===== config.mk =====
export PLATFORM = sky130hd
export DESIGN_NAME = replica_path_monitor
export DESIGN_NICKNAME = d
export VERILOG_FILES = /design/src/rtl/replica_path_monitor.sv
export SDC_FILE = /design/constraint.sdc
export NUM_CORES = 1
export LEC_CHECK = 0
export BUFFER_PORTS_ARGS = -buffer_cell sky130_fd_sc_hd__clkbuf_2
export CAP_MARGIN = 20
export CORE_MARGIN = 3
export CORE_UTILIZATION = 60
export CTS_BUF_LIST = sky130_fd_sc_hd__clkbuf_8
export DETAILED_ROUTE_END_ITERATION = 10
export GPL_TIMING_DRIVEN = 0
export PLACE_DENSITY = 0.94
export RECOVER_POWER = 100
export SYNTH_ARGS = -nofsm -noshare
export SYNTH_HDL_FRONTEND = slang
export SYNTH_SLANG_ARGS = --single-unit
export TNS_END_PERCENT = 5

===== constraint.sdc =====
create_clock -name clk_i -period 4.6 [get_ports clk_i]
set_input_delay 1.38 -clock clk_i [delete_from_list [all_inputs] [get_ports clk_i]]
set_output_delay 1.38 -clock clk_i [all_outputs]
set_load 0.1 [all_outputs]

===== src/rtl/replica_path_monitor.sv =====
// Multi-channel critical-path replica monitor.
// Each channel launches a toggling edge through a tap-selectable chain of
// non-inverting buffer stages and captures it one clock later. Capture
// mismatches (or a forced inject) become error pulses that feed saturating
// window/total counters and a sticky, acknowledgeable alarm.
module replica_path_monitor #(
  parameter int N_CH       = 4,
  parameter int DEPTH      = 128,
  parameter int TAP_W      = 7,
  parameter int CNT_W      = 8,
  parameter int WIN_CYCLES = 1024
) (
  input  logic                    clk_i,
  input  logic                    rst_ni,
  input  logic [N_CH-1:0]         en_i,
  input  logic [N_CH*TAP_W-1:0]   tap_i,
  input  logic [CNT_W-1:0]        thresh_i,
  input  logic [N_CH-1:0]         inject_i,
  input  logic [N_CH-1:0]         alarm_ack_i,
  output logic [N_CH-1:0]         err_o,
  output logic [N_CH-1:0]         alarm_o,
  output logic [N_CH*CNT_W-1:0]   win_cnt_o,
  output logic [N_CH*CNT_W-1:0]   tot_cnt_o,
  output logic [N_CH*2-1:0]       state_o
);

  localparam int               TMR_W    = $clog2(WIN_CYCLES);
  localparam logic [TMR_W-1:0] TMR_LAST = TMR_W'(WIN_CYCLES - 1);
  localparam logic [CNT_W-1:0] CNT_MAX  = '1;
  localparam logic [CNT_W-1:0] CNT_ONE  = CNT_W'(1);

  typedef enum logic [1:0] {
    ST_IDLE = 2'd0,
    ST_WARM = 2'd1,
    ST_MON  = 2'd2
  } state_t;

  logic [TMR_W-1:0] r_winTimer;
  logic             w_winWrap;

  assign w_winWrap = (r_winTimer == TMR_LAST);

  // Shared free-running window timer; its last count marks the wrap edge.
  always_ff @(posedge clk_i) begin
    if (!rst_ni) begin
      r_winTimer <= '0;
    end else if (w_winWrap) begin
      r_winTimer <= '0;
    end else begin
      r_winTimer <= r_winTimer + TMR_W'(1);
    end
  end

  for (genvar c = 0; c < N_CH; c++) begin : g_ch
    state_t           r_state;
    state_t           w_stateNext;
    logic             r_warmCnt;
    logic             w_warmCntNext;
    logic [TAP_W-1:0] r_tap;
    logic             w_tapChg;
    logic             r_launch;
    logic             w_launchNext;
    logic             r_capture;
    logic             r_expect;
    logic             w_cmpEn;
    logic             w_mismatch;
    logic [DEPTH-1:0] w_taps;
    logic             r_err;
    logic             r_alarm;
    logic             w_alarmSet;
    logic [CNT_W-1:0] r_winCnt;
    logic [CNT_W-1:0] r_totCnt;
    logic [CNT_W-1:0] w_winInc;
    logic [CNT_W-1:0] w_totInc;
    logic [CNT_W-1:0] w_winNext;

    // Replica chain: every stage is a pair of preserved inverters so the
    // physical delay of each tap tracks the real critical path.
    for (genvar s = 0; s < DEPTH; s++) begin : g_stage
      (* dont_touch = "true" *) logic w_inv;
      (* dont_touch = "true" *) logic w_out;
      if (s == 0) begin : g_first
        assign w_inv = ~r_launch;
      end else begin : g_next
        assign w_inv = ~g_stage[s-1].w_out;
      end
      assign w_out     = ~w_inv;
      assign w_taps[s] = w_out;
    end

    assign w_tapChg = (tap_i[c*TAP_W +: TAP_W] != r_tap);

    // Channel FSM state register plus the WARM cycle counter.
    always_ff @(posedge clk_i) begin
      if (!rst_ni) begin
        r_state   <= ST_IDLE;
        r_warmCnt <= 1'b0;
      end else begin
        r_state   <= w_stateNext;
        r_warmCnt <= w_warmCntNext;
      end
    end

    // Next state: disable always wins, a tap change in MON restarts warm-up.
    always_comb begin
      w_stateNext = r_state;
      case (r_state)
        ST_IDLE: if (en_i[c]) w_stateNext = ST_WARM;
        ST_WARM: begin
          if (!en_i[c])      w_stateNext = ST_IDLE;
          else if (r_warmCnt) w_stateNext = ST_MON;
        end
        ST_MON: begin
          if (!en_i[c])     w_stateNext = ST_IDLE;
          else if (w_tapChg) w_stateNext = ST_WARM;
        end
        default: w_stateNext = ST_IDLE;
      endcase
    end

    // FSM outputs: launch toggling, WARM length tracking and compare enable.
    always_comb begin
      w_launchNext  = 1'b0;
      w_warmCntNext = 1'b0;
      w_cmpEn       = 1'b0;
      case (r_state)
        ST_WARM: begin
          w_launchNext  = ~r_launch;
          w_warmCntNext = (w_stateNext == ST_WARM);
        end
        ST_MON: begin
          w_launchNext = ~r_launch;
          w_cmpEn      = 1'b1;
        end
        default: begin
          w_launchNext = 1'b0;
        end
      endcase
    end

    // Launch, capture and expected flops, plus the registered tap select.
    always_ff @(posedge clk_i) begin
      if (!rst_ni) begin
        r_launch  <= 1'b0;
        r_capture <= 1'b0;
        r_expect  <= 1'b0;
        r_tap     <= '0;
      end else begin
        r_launch  <= w_launchNext;
        r_capture <= w_taps[r_tap];
        r_expect  <= r_launch;
        r_tap     <= tap_i[c*TAP_W +: TAP_W];
      end
    end

    assign w_mismatch = w_cmpEn & ((r_capture != r_expect) | inject_i[c]);
    assign w_winInc   = (r_winCnt == CNT_MAX) ? CNT_MAX : r_winCnt + CNT_ONE;
    assign w_totInc   = (r_totCnt == CNT_MAX) ? CNT_MAX : r_totCnt + CNT_ONE;
    assign w_winNext  = w_winWrap  ? (w_mismatch ? CNT_ONE : '0)
                      : w_mismatch ? w_winInc : r_winCnt;
    assign w_alarmSet = w_mismatch & (thresh_i != '0) & (w_winNext >= thresh_i);

    // Error pulse, saturating counters and sticky alarm (set beats ack).
    always_ff @(posedge clk_i) begin
      if (!rst_ni) begin
        r_err    <= 1'b0;
        r_winCnt <= '0;
        r_totCnt <= '0;
        r_alarm  <= 1'b0;
      end else begin
        r_err    <= w_mismatch;
        r_winCnt <= w_winNext;
        if (w_mismatch) r_totCnt <= w_totInc;
        if (w_alarmSet)          r_alarm <= 1'b1;
        else if (alarm_ack_i[c]) r_alarm <= 1'b0;
      end
    end

    assign err_o[c]                   = r_err;
    assign alarm_o[c]                 = r_alarm;
    assign win_cnt_o[c*CNT_W +: CNT_W] = r_winCnt;
    assign tot_cnt_o[c*CNT_W +: CNT_W] = r_totCnt;
    assign state_o[c*2 +: 2]          = r_state;
  end

endmodule


* Yosys cells after proc, flatten, opt, wreduce, memory -nomap -nowiden *
Cells that the tools add are included.

word-level totals
  bits in writable memories = 0
  output and inout bits = 80
  logic and storage cells = 194
  latch bits = 0
  bits in read-only memories = 0
  memories = 0
  register bits = 134

operators by class
  shift operators = 0
  order comparisons = 8
  $add $sub $neg = 9
  $mul = 0
  muxes and demuxes = 64
  eq/ne operators = 29
  divide/modulo/power cells = 0
  bitwise operators = 21
  reduce and logical (&&, ||, !) cells = 22

operator list
  operator                                                    number
  two-way mux 8 bit                                           16
  adder 8 x 1 -> 8 bit, second input constant                 8
  equality test 8 bit, second input constant                  8
  two-way mux 2 bit                                           20
  >= comparator 8 bit                                         4
  less-than comparator 7 x 8 -> 1 bit, second input constant  4
  binary-select mux 1 bit (select 7 bit)                      4
  != test 7 bit                                               4
  case mux 2 bit (3 select lines)                             4
  two-way mux 1 bit                                           20
  equality test 2 x 1 -> 1 bit, second input constant         8
  AND reduction 2 bit                                         8
  bitwise AND 1 bit                                           12
  adder 10 x 1 -> 10 bit, second input constant               1
  equality test 10 bit, second input constant                 1
  OR reduction 2 bit                                          5
  equality test 2 bit, second input constant                  4
  zero test 2 bit                                             4
  nonzero test 2 bit                                          4
  nonzero test 8 bit                                          1
  inverter 1 bit                                              5
  != test 1 bit                                               4
  bitwise OR 1 bit                                            4

* Depth between registers and ports, before layout *
Gate-level depths: netlist of run 1.

  depth after elaboration = 8
  gate-level depth with buffers = 11

* Least setup slack after synthesis of run 1 *
Ideal clock, no wire load.

  path type = in2reg
  start point = input inject_i[1]
  end point = register g_ch[1].r_alarm
  data arrival time = 3.197 ns
  slack = 1.284 ns
  buffers on the path = 0
  stages = 8
  cell sequence = nand3b_1 -> or4_1 -> o21ai_1 -> nor2_1 -> ha_1 -> a21o_1 -> a211o_1 -> o221a_2

on the way
  cells in the longest elaborated chain, start to end = 7
  elaborated cells on any way between the ends = 10
  those cells by class = order compare (1); mux (4); bitwise (4); reduce/logical (1)

RTL lines
  element                                                  RTL line  text
  start: declaration                                       18        input logic [N_CH-1:0] inject_i,
  bitwise OR 1 bit *                                       156       assign w_mismatch = w_cmpEn & ((r_capture != r_expect) | inject_i[c]);
  bitwise AND 1 bit *                                      156
  two-way mux 8 bit *                                      160       : w_mismatch ? w_winInc : r_winCnt;
  two-way mux 8 bit *                                      159       assign w_winNext = w_winWrap ? (w_mismatch ? CNT_ONE : '0)
  net g_ch[1].w_winNext[6]                                 75        logic [CNT_W-1:0] w_winNext;
  >= comparator 8 bit *                                    161       assign w_alarmSet = w_mismatch & (thresh_i != '0) & (w_winNext >= thresh_i);
  bitwise AND 1 bit *                                      161
  two-way mux 1 bit or nonzero test 2 bit (tied branches)  -
  end signal: assignment                                   169       r_alarm <= 1'b0;
  end signal: assignment                                   174       if (w_alarmSet) r_alarm <= 1'b1;
  end signal: assignment                                   175       else if (alarm_ack_i[c]) r_alarm <= 1'b0;
  end: declaration                                         69        logic r_alarm;

The timed path passes the listed nets; every way through them passes the cells marked *.
A chain may end at the register's enable or synchronous reset.

* Worst setup path after layout of run 1 *
  start point = input inject_i[2]
  end point = register g_ch[2].r_alarm

on the way
  cells in the longest elaborated chain, start to end = 7
  elaborated cells on any way between the ends = 10
  those cells by class = order compare (1); mux (4); bitwise (4); reduce/logical (1)

RTL lines
  element                                                  RTL line
  bitwise OR 1 bit *                                       156
  bitwise AND 1 bit *                                      156
  two-way mux 8 bit *                                      160
  two-way mux 8 bit *                                      159
  net g_ch[2].w_winNext[3]                                 75
  >= comparator 8 bit *                                    161
  bitwise AND 1 bit *                                      161
  two-way mux 1 bit or nonzero test 2 bit (tied branches)  -
  end signal: assignment                                   169
  end signal: assignment                                   174
  end signal: assignment                                   175
  end: declaration                                         69

Marks and branches as above.

==> results of run 1 <==
cell usage after synthesis (all sizes together), types with 3 or more instances:
| library cell | number | area share [%] |
|---|---|---|
| xor2 | 17 | 2.4 |
| o21a | 7 | 0.83 |
| or4 | 3 | 0.48 |
| nor4 | 11 | 1.2 |
| a22o | 4 | 0.56 |
| a21oi | 15 | 1.2 |
| and3b | 4 | 0.56 |
| nor2b | 5 | 0.50 |
| o221a | 4 | 0.72 |
| nand3 | 28 | 2.3 |
| ha | 41 | 8.1 |
| o31ai | 6 | 0.72 |
| mux2i | 10 | 1.6 |
| xnor2 | 35 | 4.9 |
| a21o | 9 | 1.1 |
| nor3 | 30 | 2.6 |
| buf | 24 | 2.8 |
| o2bb2ai | 3 | 0.42 |
| nand4 | 32 | 3.3 |
| nor2 | 99 | 6.0 |
| nand3b | 4 | 0.87 |
| and4 | 6 | 0.87 |
| nand2 | 37 | 2.2 |
| and3 | 13 | 1.5 |
| o21ai | 35 | 2.8 |
| inv | 27 | 1.6 |
| and2 | 29 | 2.9 |
| or3 | 7 | 0.70 |
| dfxtp | 122 | 39 |
| clkbuf | 9 | 0.54 |
| a31oi | 5 | 0.50 |
| a211o | 4 | 0.56 |
| a221oi | 4 | 0.56 |
worst reg2reg max path, cell delays in order, from the launching register on:
cell	delay, ns
dfxtp_1	0.43
ha_1	0.26
nand2_1	0.17
or4_1	0.49
o21ai_0	0.25
nor2_1	0.07
ha_1	0.30
a21o_1	0.19
a211o_1	0.29
o221a_2	0.29
kinds of logic after synthesis:
group                    share of synthesized area, %
flip-flops                                       38.8
multiplexers                                     1.59
AO/OA/AOI/OAI                                    12.2
adder cells (fa/ha/maj)                          8.14
XOR/XNOR                                         7.23
AND/OR/NAND/NOR                                  27.1
buffers and inverters                            4.95
worst paths after layout:
check                                                    start                           end  slack [ns]  cells past startpoint
worst max-delay path                               inject_i[2]  g_ch[2].r_alarm$_SDFFE_PN0P_        1.28                     11
worst min-delay path              g_ch[3].r_warmCnt$_SDFF_PN0_  g_ch[3].r_warmCnt$_SDFF_PN0_        0.47                      1
worst max register to register  g_ch[1].r_winCnt[0]$_SDFF_PN0_  g_ch[1].r_alarm$_SDFFE_PN0P_        1.74                      9
worst min register to register    g_ch[3].r_warmCnt$_SDFF_PN0_  g_ch[3].r_warmCnt$_SDFF_PN0_        0.47                      1
per-layer routing:
metal	GRT usage, %	share of wire, %	vias up
li1	-	-	2852
met1	35.4	42	2779
met2	46.4	47	312
met3	7.82	8.2	56
met4	10.9	3.1	0
met5	0	0	-
power breakdown:
part           total [mW]  internal, mW  switching [mW]
registers            1.09          1.08          0.0160
clock network       0.828         0.370           0.458
logic               0.161        0.0597           0.101
total                2.08          1.51           0.576
state kept, by name (all words and copies together) (netlist names):
| signal | cells |
|---|---|
| g_ch.r_alarm | 4 |
| g_ch.r_warmCnt | 4 |
| r_winTimer | 10 |
| g_ch.r_state | 8 |
| g_ch.r_totCnt | 32 |
| g_ch.r_err | 4 |
| g_ch.r_tap | 28 |
| g_ch.r_winCnt | 32 |
per-stage QoR:
step / setup slack [ns] / hold slack, ns / instance area, µm² / cells
3_3_place_gp: 1.07 / 0.439 / 7110 / 976
4_1_cts: 1.50 / 0.470 / 7440 / 1007
6_report: 1.28 / 0.466 / 7310 / 1007
2_1_floorplan: 1.28 / 0.426 / 6300 / 715
3_5_place_dp: 1.06 / 0.451 / 7110 / 976
5_1_grt: 1.22 / 0.494 / 7310 / 1007
final cells by class:
type / instances / share of cell area [%]
Multi-Input combinational cell: 533 / 48.3
Sequential cell: 122 / 33.4
Timing Repair Buffer: 128 / 7.38
Clock buffer: 17 / 3.20
Buffer: 33 / 2.67
Tap cell: 133 / 2.28
Clock inverter: 14 / 1.39
Inverter: 27 / 1.39
==> run metrics, run 1 <==
CTS sink cnt 122; CP Capture Type flip-flop; Peak Freq 301 MHz; CP bufs+invs 2; Seq cells post-synth 122; max-cap violation count 0; arrival time worst endpoint 3.64 ns; P_leak 3.05 nW; postcts setup bufs 0; clock slew seen by the registers of the worst setup and hold paths 0.07 ns; Synth warnings 0; Tcrit/Tclk final 72.2%; largest net degree at the start of global routing 17; Setup violations, final 0; CP max FO 10; CTS tree yes; setup TNS 0 ns; Starting Density 63.0%; class of the worst hold path reg2reg; ant diodes 0; WP data required 4.92 ns; crit path kind in2reg; Die Height 108 µm; worst path cell trace clkbuf_2 -> nand3b_1 -> clkbuf_1 -> nor3_1 -> nor3_1 -> nor2_1 -> ha_1 -> o21a_1 -> o21ai_0 -> a221oi_1 -> o221a_2; Synth Instances 715; Cell variety after synth 62; status complete, no violations; Area Growth Syn to Fin 16.1%; Fin. Hold Viols 0; H-tree levels 4; pin slew with the least headroom to its limit 1.24 ns; worst-case vdd ir drop 297 µV; slew margin rel. 17.5%; # rows 36; Die X 108 µm; Mapped Area 6300 µm²; WL per Instance 16.2 µm; Root Driver clkbuf_8; Synth Flop Type dfxtp_1; CP delay by family, top compound AO/OA/AOI/OAI gates; Slowest-stage cell, CP clkbuf_1; port bufs 128; commonest non-fill, non-tap cells in the layout dfxtp_1 (122), nor2_1 (98), clkbuf_1 (96), clkbuf_2 (47), ha_1 (41); post-layout util 73.1%; core area 10000 µm²; CTS Hold Bufs 0; layout cells sized above 1 13.3%; RSZ-0062 raised after global routing no; vias in the first global route 5590; CP dominant cell by count nor3_1; drc violations 0; num ports 130; CTS Buf Count 17; pwr/cell area 285 nW/µm²; Post-synth EDFFs 0; Post-synth ARST share 0%; nets 953; Detailed Routing Iterations Pass 1 5; Die Area 11800 µm²; Slew Viols, Final 0; 1st-iter DRT viols 463; Power, Total 2.08 mW; sequential share of the synthesized area 38.8%; clk_skew 0.0111 ns; first-pass GRT wire length 26.4 mm; gr usage total 28.3%; routed vias/inst 5.96; CTS max path bufs 2; via count 5999; min cycle time layout 3.32 ns; placer congestion estimate 0.910; commonest non-fill, non-tap cell in the layout dfxtp_1; post_cts resized 0; Filler cells 788; Synthesized Nets 806; initial antenna violation count 0; routed wire length 16.4 mm; grt ovf 0; Reg area 2440 µm²; post-route ant nets 0; Largest stage delay, worst path 0.42 ns; Multi-input gate area 3530 µm²; Avg Cell Area, Syn 8.81 µm²; Detail Placement HPWL 11.9 mm; crit path launch type primary input; Worst-Skew Late Latency 0.43 ns
(Power assumes the default switching activity.)
==> run 2: changes to the inputs <==
--- a/config.mk
+++ b/config.mk
@@ -8,11 +8,11 @@
 export BUFFER_PORTS_ARGS = -buffer_cell sky130_fd_sc_hd__clkbuf_2
 export CAP_MARGIN = 20
 export CORE_MARGIN = 3
-export CORE_UTILIZATION = 60
+export CORE_UTILIZATION = 52
 export CTS_BUF_LIST = sky130_fd_sc_hd__clkbuf_8
 export DETAILED_ROUTE_END_ITERATION = 10
 export GPL_TIMING_DRIVEN = 0
-export PLACE_DENSITY = 0.94
+export PLACE_DENSITY = 0.87
 export RECOVER_POWER = 100
 export SYNTH_ARGS = -nofsm -noshare
 export SYNTH_HDL_FRONTEND = slang
==> constraint.sdc (replaced) <==
create_clock -name clk_i -period 2.84 [get_ports clk_i]
set_input_delay 0.852 -clock clk_i [delete_from_list [all_inputs] [get_ports clk_i]]
set_output_delay 0.852 -clock clk_i [all_outputs]
set_load 0.1 [all_outputs]
==> run metrics, run 2 (synthesis gave the netlist of run 1 again) <==
status complete, no violations; Peak Freq 370 MHz; postcts setup bufs 0; slew margin rel. 19.9%; Setup violations, final 0; Detail Placement HPWL 11.7 mm; Die Area 13500 µm²; Power, Total 3.50 mW; Slew Viols, Final 0; # rows 39; arrival time worst endpoint 3.02 ns; gr usage total 24.1%; pin slew with the least headroom to its limit 1.21 ns; min cycle time layout 2.70 ns; routed vias/inst 5.63; Die Height 116 µm; largest net degree at the start of global routing 17; Largest stage delay, worst path 0.36 ns; Starting Density 54.2%; clock slew seen by the registers of the worst setup and hold paths 0.07 ns; R2R Path Start r_winTimer[0]$_SDFF_PP0_; clk_skew 0.00810 ns; first-pass GRT wire length 25.7 mm; CP bufs+invs 2; Detailed Routing Iterations Pass 1 5; pwr/cell area 470 nW/µm²; commonest non-fill, non-tap cells in the layout dfxtp_1 (104), nor2_1 (98), clkbuf_2 (87), clkbuf_1 (51), ha_1 (41); post-route ant nets 0; layout cells sized above 1 20.0%; crit path launch type flip-flop; CP delay by family, top compound AO/OA/AOI/OAI gates; 1st-iter DRT viols 571; Die X 116 µm; worst-case vdd ir drop 468 µV; vias in the first global route 5376; Fin. Hold Viols 0; Largest regs g_ch.r_totCnt: 32 flops, g_ch.r_winCnt: 32 flops, g_ch.r_tap: 28 flops; routed wire length 16.0 mm; ant diodes 0; CTS max path bufs 2; Worst-Skew Late Latency 0.44 ns; Slowest-stage cell, CP dfxtp_1; worst path cell trace ha_1 -> and4_4 -> and3_4 -> buf_4 -> buf_2 -> nor2_1 -> ha_1 -> a21o_1 -> a211o_1 -> o221a_2; core area 11600 µm²; CTS tree yes; num ports 130; DP Worst Slack -0.172 ns; post_cts resized 0; WP data required 3.16 ns; Area Growth Syn to Fin 18.1%; internal reg-to-reg setup slack 0.14 ns; max-cap violation count 0; port bufs 128; Critical Path End g_ch[0].r_alarm$_SDFFE_PN0P_; WP depth 10; worst r2r path cells 10; Filler cells 1015; WL per Instance 15.7 µm; class of the worst hold path reg2reg; CP dominant cell by count ha_1; initial antenna violation count 0; placer congestion estimate 0.919; grt ovf 0; Root Driver clkbuf_8; crit path kind reg2reg; R2R Path End g_ch[0].r_alarm$_SDFFE_PN0P_; CP Capture Type flip-flop; drc violations 0; CTS Buf Count 17; P_leak 3.24 nW; Tcrit/Tclk final 95.1%; CTS sink cnt 122; H-tree levels 4; commonest non-fill, non-tap cell in the layout dfxtp_1; nets 953; CTS Hold Bufs 0; RSZ-0062 raised after global routing no; setup ws final 0.140 ns; via count 5731; Crit. Startpoint r_winTimer[0]$_SDFF_PP0_; CP max FO 10
==> run 2: cell types whose count changed in the layout (fill, tap and decap cells not counted), moves of 2 or more <==
cell and delta:
clkbuf_1 -45, clkbuf_2 +40, dfxtp_1 -18, dfxtp_2 +18
buf_1 +4, buf_4 -4, buf_2 +3, clkbuf_8 +3
inv_6 -3, clkbuf_4 +2
==> run 2: through the flow <==
step | util (%) | instances | hold slack, ns | setup TNS [ns] | cell area, µm²
2_1_floorplan | - | 715 | 0.426 | -0.0764 | 6320
3_3_place_gp | 61.5 | 986 | 0.442 | -0.187 | 7140
3_5_place_dp | 61.5 | 986 | 0.444 | -0.345 | 7140
4_1_cts | 64.7 | 1018 | 0.462 | 0 | 7520
5_1_grt | 64.0 | 1018 | 0.485 | 0 | 7440
6_report | 64.0 | 1018 | 0.459 | 0 | 7440
==> run 2: how the worst min path moves through the flow <==
stage,startpoint,endpoint,depth (start not counted)
finish,r_winTimer[0]$_SDFF_PP0_,r_winTimer[0]$_SDFF_PP0_,1
floorplan,r_winTimer[0]$_SDFF_PP0_,r_winTimer[0]$_SDFF_PP0_,1
global route,g_ch[3].r_warmCnt$_SDFF_PN0_,g_ch[3].r_warmCnt$_SDFF_PN0_,1
CTS,g_ch[3].r_warmCnt$_SDFF_PN0_,g_ch[3].r_warmCnt$_SDFF_PN0_,1
detailed placement,g_ch[0].r_warmCnt$_SDFF_PN0_,g_ch[0].r_state[1]$_SDFF_PN0_,1
global placement,g_ch[0].r_warmCnt$_SDFF_PN0_,g_ch[0].r_state[1]$_SDFF_PN0_,1
==> run 2: metal layers <==
metal	GRT usage (%)	up-vias	wire length [µm]
met3	8.04	23	1170
met2	37.7	201	7230
met1	31.5	2660	7320
li1	-	2847	-
met5	0	-	0
met4	7.42	0	293
==> run 2: area by class of cell <==
class / instances / area (µm²) / share of cell area [%]
clock buffer: 20 / 275 / 3.70
buffer: 33 / 191 / 2.57
clock inverter: 12 / 100 / 1.35
sequential: 122 / 2460 / 33.1
multi-input combinational: 533 / 3540 / 47.6
tap: 143 / 179 / 2.41
timing repair buffer: 128 / 589 / 7.92
inverter: 27 / 101 / 1.36
==> run 2: power breakdown <==
group          total, mW  internal, mW  switching, mW
clock               1.47         0.751          0.716
sequential          1.77          1.74         0.0248
combinational      0.260        0.0980          0.162
==> run 3: changes to the inputs <==
--- a/config.mk
+++ b/config.mk
@@ -5,14 +5,13 @@
 export SDC_FILE = /design/constraint.sdc
 export NUM_CORES = 1
 export LEC_CHECK = 0
+export ABC_AREA = 1
 export BUFFER_PORTS_ARGS = -buffer_cell sky130_fd_sc_hd__clkbuf_2
-export CAP_MARGIN = 20
 export CORE_MARGIN = 3
-export CORE_UTILIZATION = 52
-export CTS_BUF_LIST = sky130_fd_sc_hd__clkbuf_8
+export CORE_UTILIZATION = 51
 export DETAILED_ROUTE_END_ITERATION = 10
 export GPL_TIMING_DRIVEN = 0
-export PLACE_DENSITY = 0.87
+export PLACE_DENSITY = 0.85
 export RECOVER_POWER = 100
 export SYNTH_ARGS = -nofsm -noshare
 export SYNTH_HDL_FRONTEND = slang
==> run metrics, run 3 <==
status complete, no violations; most common cell in the synthesized netlist nand2_1; Worst-Skew Late Latency 0.42 ns; # rows 41; internal reg-to-reg setup slack 0.37 ns; largest net degree at the start of global routing 17; Post-synth ARST share 0%; CP Capture Type output pin; Synthesized Nets 1071; ant diodes 0; CP max FO 4; H-tree levels 4; HP Start r_winTimer[0]$_SDFF_PP0_; area share of the largest cell type after synthesis 35.8%; Slew Viols, Final 0; drc violations 0; synth top area cells dfxtp_1 (36%), nand2_1 (13%), inv_1 (8.9%), ha_1 (7.5%), nor2_1 (7.3%); RSZ-0062 raised after global routing no; min cycle time layout 2.58 ns; Fin. Hold Viols 0; grt ovf 0; commonest non-fill, non-tap cell in the layout nand2_1; Hold Path Depth 1; Synth Flop Type dfxtp_1; setup TNS 0 ns; slew margin rel. 18.6%; port bufs 128; R2R Path End g_ch[3].r_alarm$_SDFFE_PN0P_; Detailed Routing Iterations Pass 1 6; worst-case vdd ir drop 380 µV; CP bufs+invs 1; CTS max path bufs 2; CP delay by family, top buffers and inverters; via count 6535; Filler cells 1171; Largest stage delay, worst path 0.90 ns; Mapped Area 6810 µm²; Tcrit/Tclk final 90.8%; nets 1218; Die X 122 µm; P_leak 4.19 nW; Peak Freq 388 MHz; 1st-iter DRT viols 416; Die Height 122 µm; placer congestion estimate 0.842; arrival time worst endpoint 1.73 ns; core area 12800 µm²; WL per Instance 13.1 µm; initial antenna violation count 0; clk_skew 0.00815 ns; class of the worst hold path reg2reg; CTS Buf Count 17; Detail Placement HPWL 12.6 mm; post-layout util 63.3%; Cell variety after synth 40; max-cap violation count 0; Largest regs g_ch.r_totCnt: 32 flops, g_ch.r_winCnt: 32 flops, g_ch.r_tap: 28 flops; pwr/cell area 505 nW/µm²; Die Area 14800 µm²; Slowest-stage cell, CP clkbuf_1; Synth warnings 0; Area Growth Syn to Fin 19.1%; hold endpoint r_winTimer[0]$_SDFF_PP0_; Post-synth EDFFs 0; clock slew seen by the registers of the worst setup and hold paths 0.05 ns; crit path launch type flip-flop; Starting Density 53.1%; Multi-input gate area 3540 µm²; postcts setup bufs 0; CTS sink cnt 122; R2R Path Start r_winTimer[0]$_SDFF_PP0_; pin slew with the least headroom to its limit 1.23 ns; worst r2r path cells 15; commonest non-fill, non-tap cells in the layout nand2_1 (231), inv_1 (164), nor2_1 (132), dfxtp_1 (122), clkbuf_1 (81); Post-Place Cell Area 7670 µm²; layout cells sized above 1 11.6%; sequential share of the synthesized area 35.8%; Avg Cell Area, Syn 6.95 µm²; Finished Cell Area 8120 µm²; num ports 130; worst path cell trace clkbuf_1; Root Driver clkbuf_16; Seq cells post-synth 122; Reg area 2440 µm²; routed wire length 17.2 mm; top post-synthesis cells by count nand2_1 (230), inv_1 (162), nor2_1 (132), dfxtp_1 (122), nand3_1 (62); crit path kind reg2out; routed vias/inst 4.99; Synth Instances 980; post-route ant nets 0; vias in the first global route 6265; first-pass GRT wire length 28.2 mm; WP data required 1.99 ns; gr usage total 23.8%; Synth area leader dfxtp_1; CTS tree yes; post_cts resized 0; Setup violations, final 0; CTS Hold Bufs 0
-- run 3: area by class of cell --
class                   instances  share of cell area (%)
multi-input cells             662                    43.6
flip-flops and latches        122                    30.1
inverters                     169                    7.85
repair buffers                128                    6.84
clock buffers                  22                    5.84
well taps                     172                    2.65
plain buffers                  27                    1.91
clock inverters                 8                    1.17
-- run 3: how the worst max path moves through the flow --
| stage | cells after the start | slack [ns] | end | start |
|---|---|---|---|---|
| finish | 1 | 0.26 | win_cnt_o[19] | g_ch[2].r_winCnt[3]$_SDFF_PN0_ |
| global route | 16 | 0.09 | g_ch[2].r_alarm$_SDFFE_PN0P_ | r_winTimer[0]$_SDFF_PP0_ |
| CTS | 16 | 0.42 | g_ch[2].r_alarm$_SDFFE_PN0P_ | r_winTimer[0]$_SDFF_PP0_ |
| detailed placement | 17 | 0.06 | g_ch[2].r_alarm$_SDFFE_PN0P_ | inject_i[2] |
| global placement | 17 | 0.08 | g_ch[2].r_alarm$_SDFFE_PN0P_ | inject_i[2] |
| floorplan | 16 | 0.006 | g_ch[1].r_alarm$_SDFFE_PN0P_ | g_ch[1].r_winCnt[0]$_SDFF_PN0_ |
-- run 3: cell families after synthesis --
| kind of cell | count (synthesis) | share of synthesized area [%] |
|---|---|---|
| and+or+nand+nor | 477 | 30.6 |
| DFF | 122 | 35.8 |
| buffers and inverters | 196 | 12.0 |
| xor gates and xnor gates | 46 | 5.91 |
| muxes | 4 | 0.588 |
| AOI/OAI and AO/OA | 94 | 7.53 |
| adders and majority gates | 41 | 7.53 |
-- run 3: stage by stage --
| stage | power [mW] | cells | hold slack (ns) | worst slack (ns) |
|---|---|---|---|---|
| after floorplan | 1.95 | 980 | 0.418 | 0.00626 |
| after global placement | 2.04 | 1280 | 0.432 | 0.0767 |
| after detailed placement | 2.05 | 1280 | 0.462 | 0.0576 |
| after CTS | 4.13 | 1310 | 0.469 | 0.423 |
| after global routing | 4.22 | 1310 | 0.501 | 0.0879 |
| final | 4.10 | 1310 | 0.465 | 0.262 |
-- run 3: per-layer routing --
layer  wire length, µm  global-route usage, %  up-vias
met5                 0                      0        -
met4               376                   9.87        0
met3              1140                   5.62       40
met2              8120                   40.6      232
met1              7540                   28.8     2939
li1                  -                      -     3324
-- run 3: report_power, final --
part | internal [mW] | leakage (nW) | switching (mW)
Combinational | 0.0864 | 2.92 | 0.160
Clock | 1.34 | 0.278 | 0.752
Sequential | 1.74 | 0.992 | 0.0170
Total | 3.17 | 4.19 | 0.929
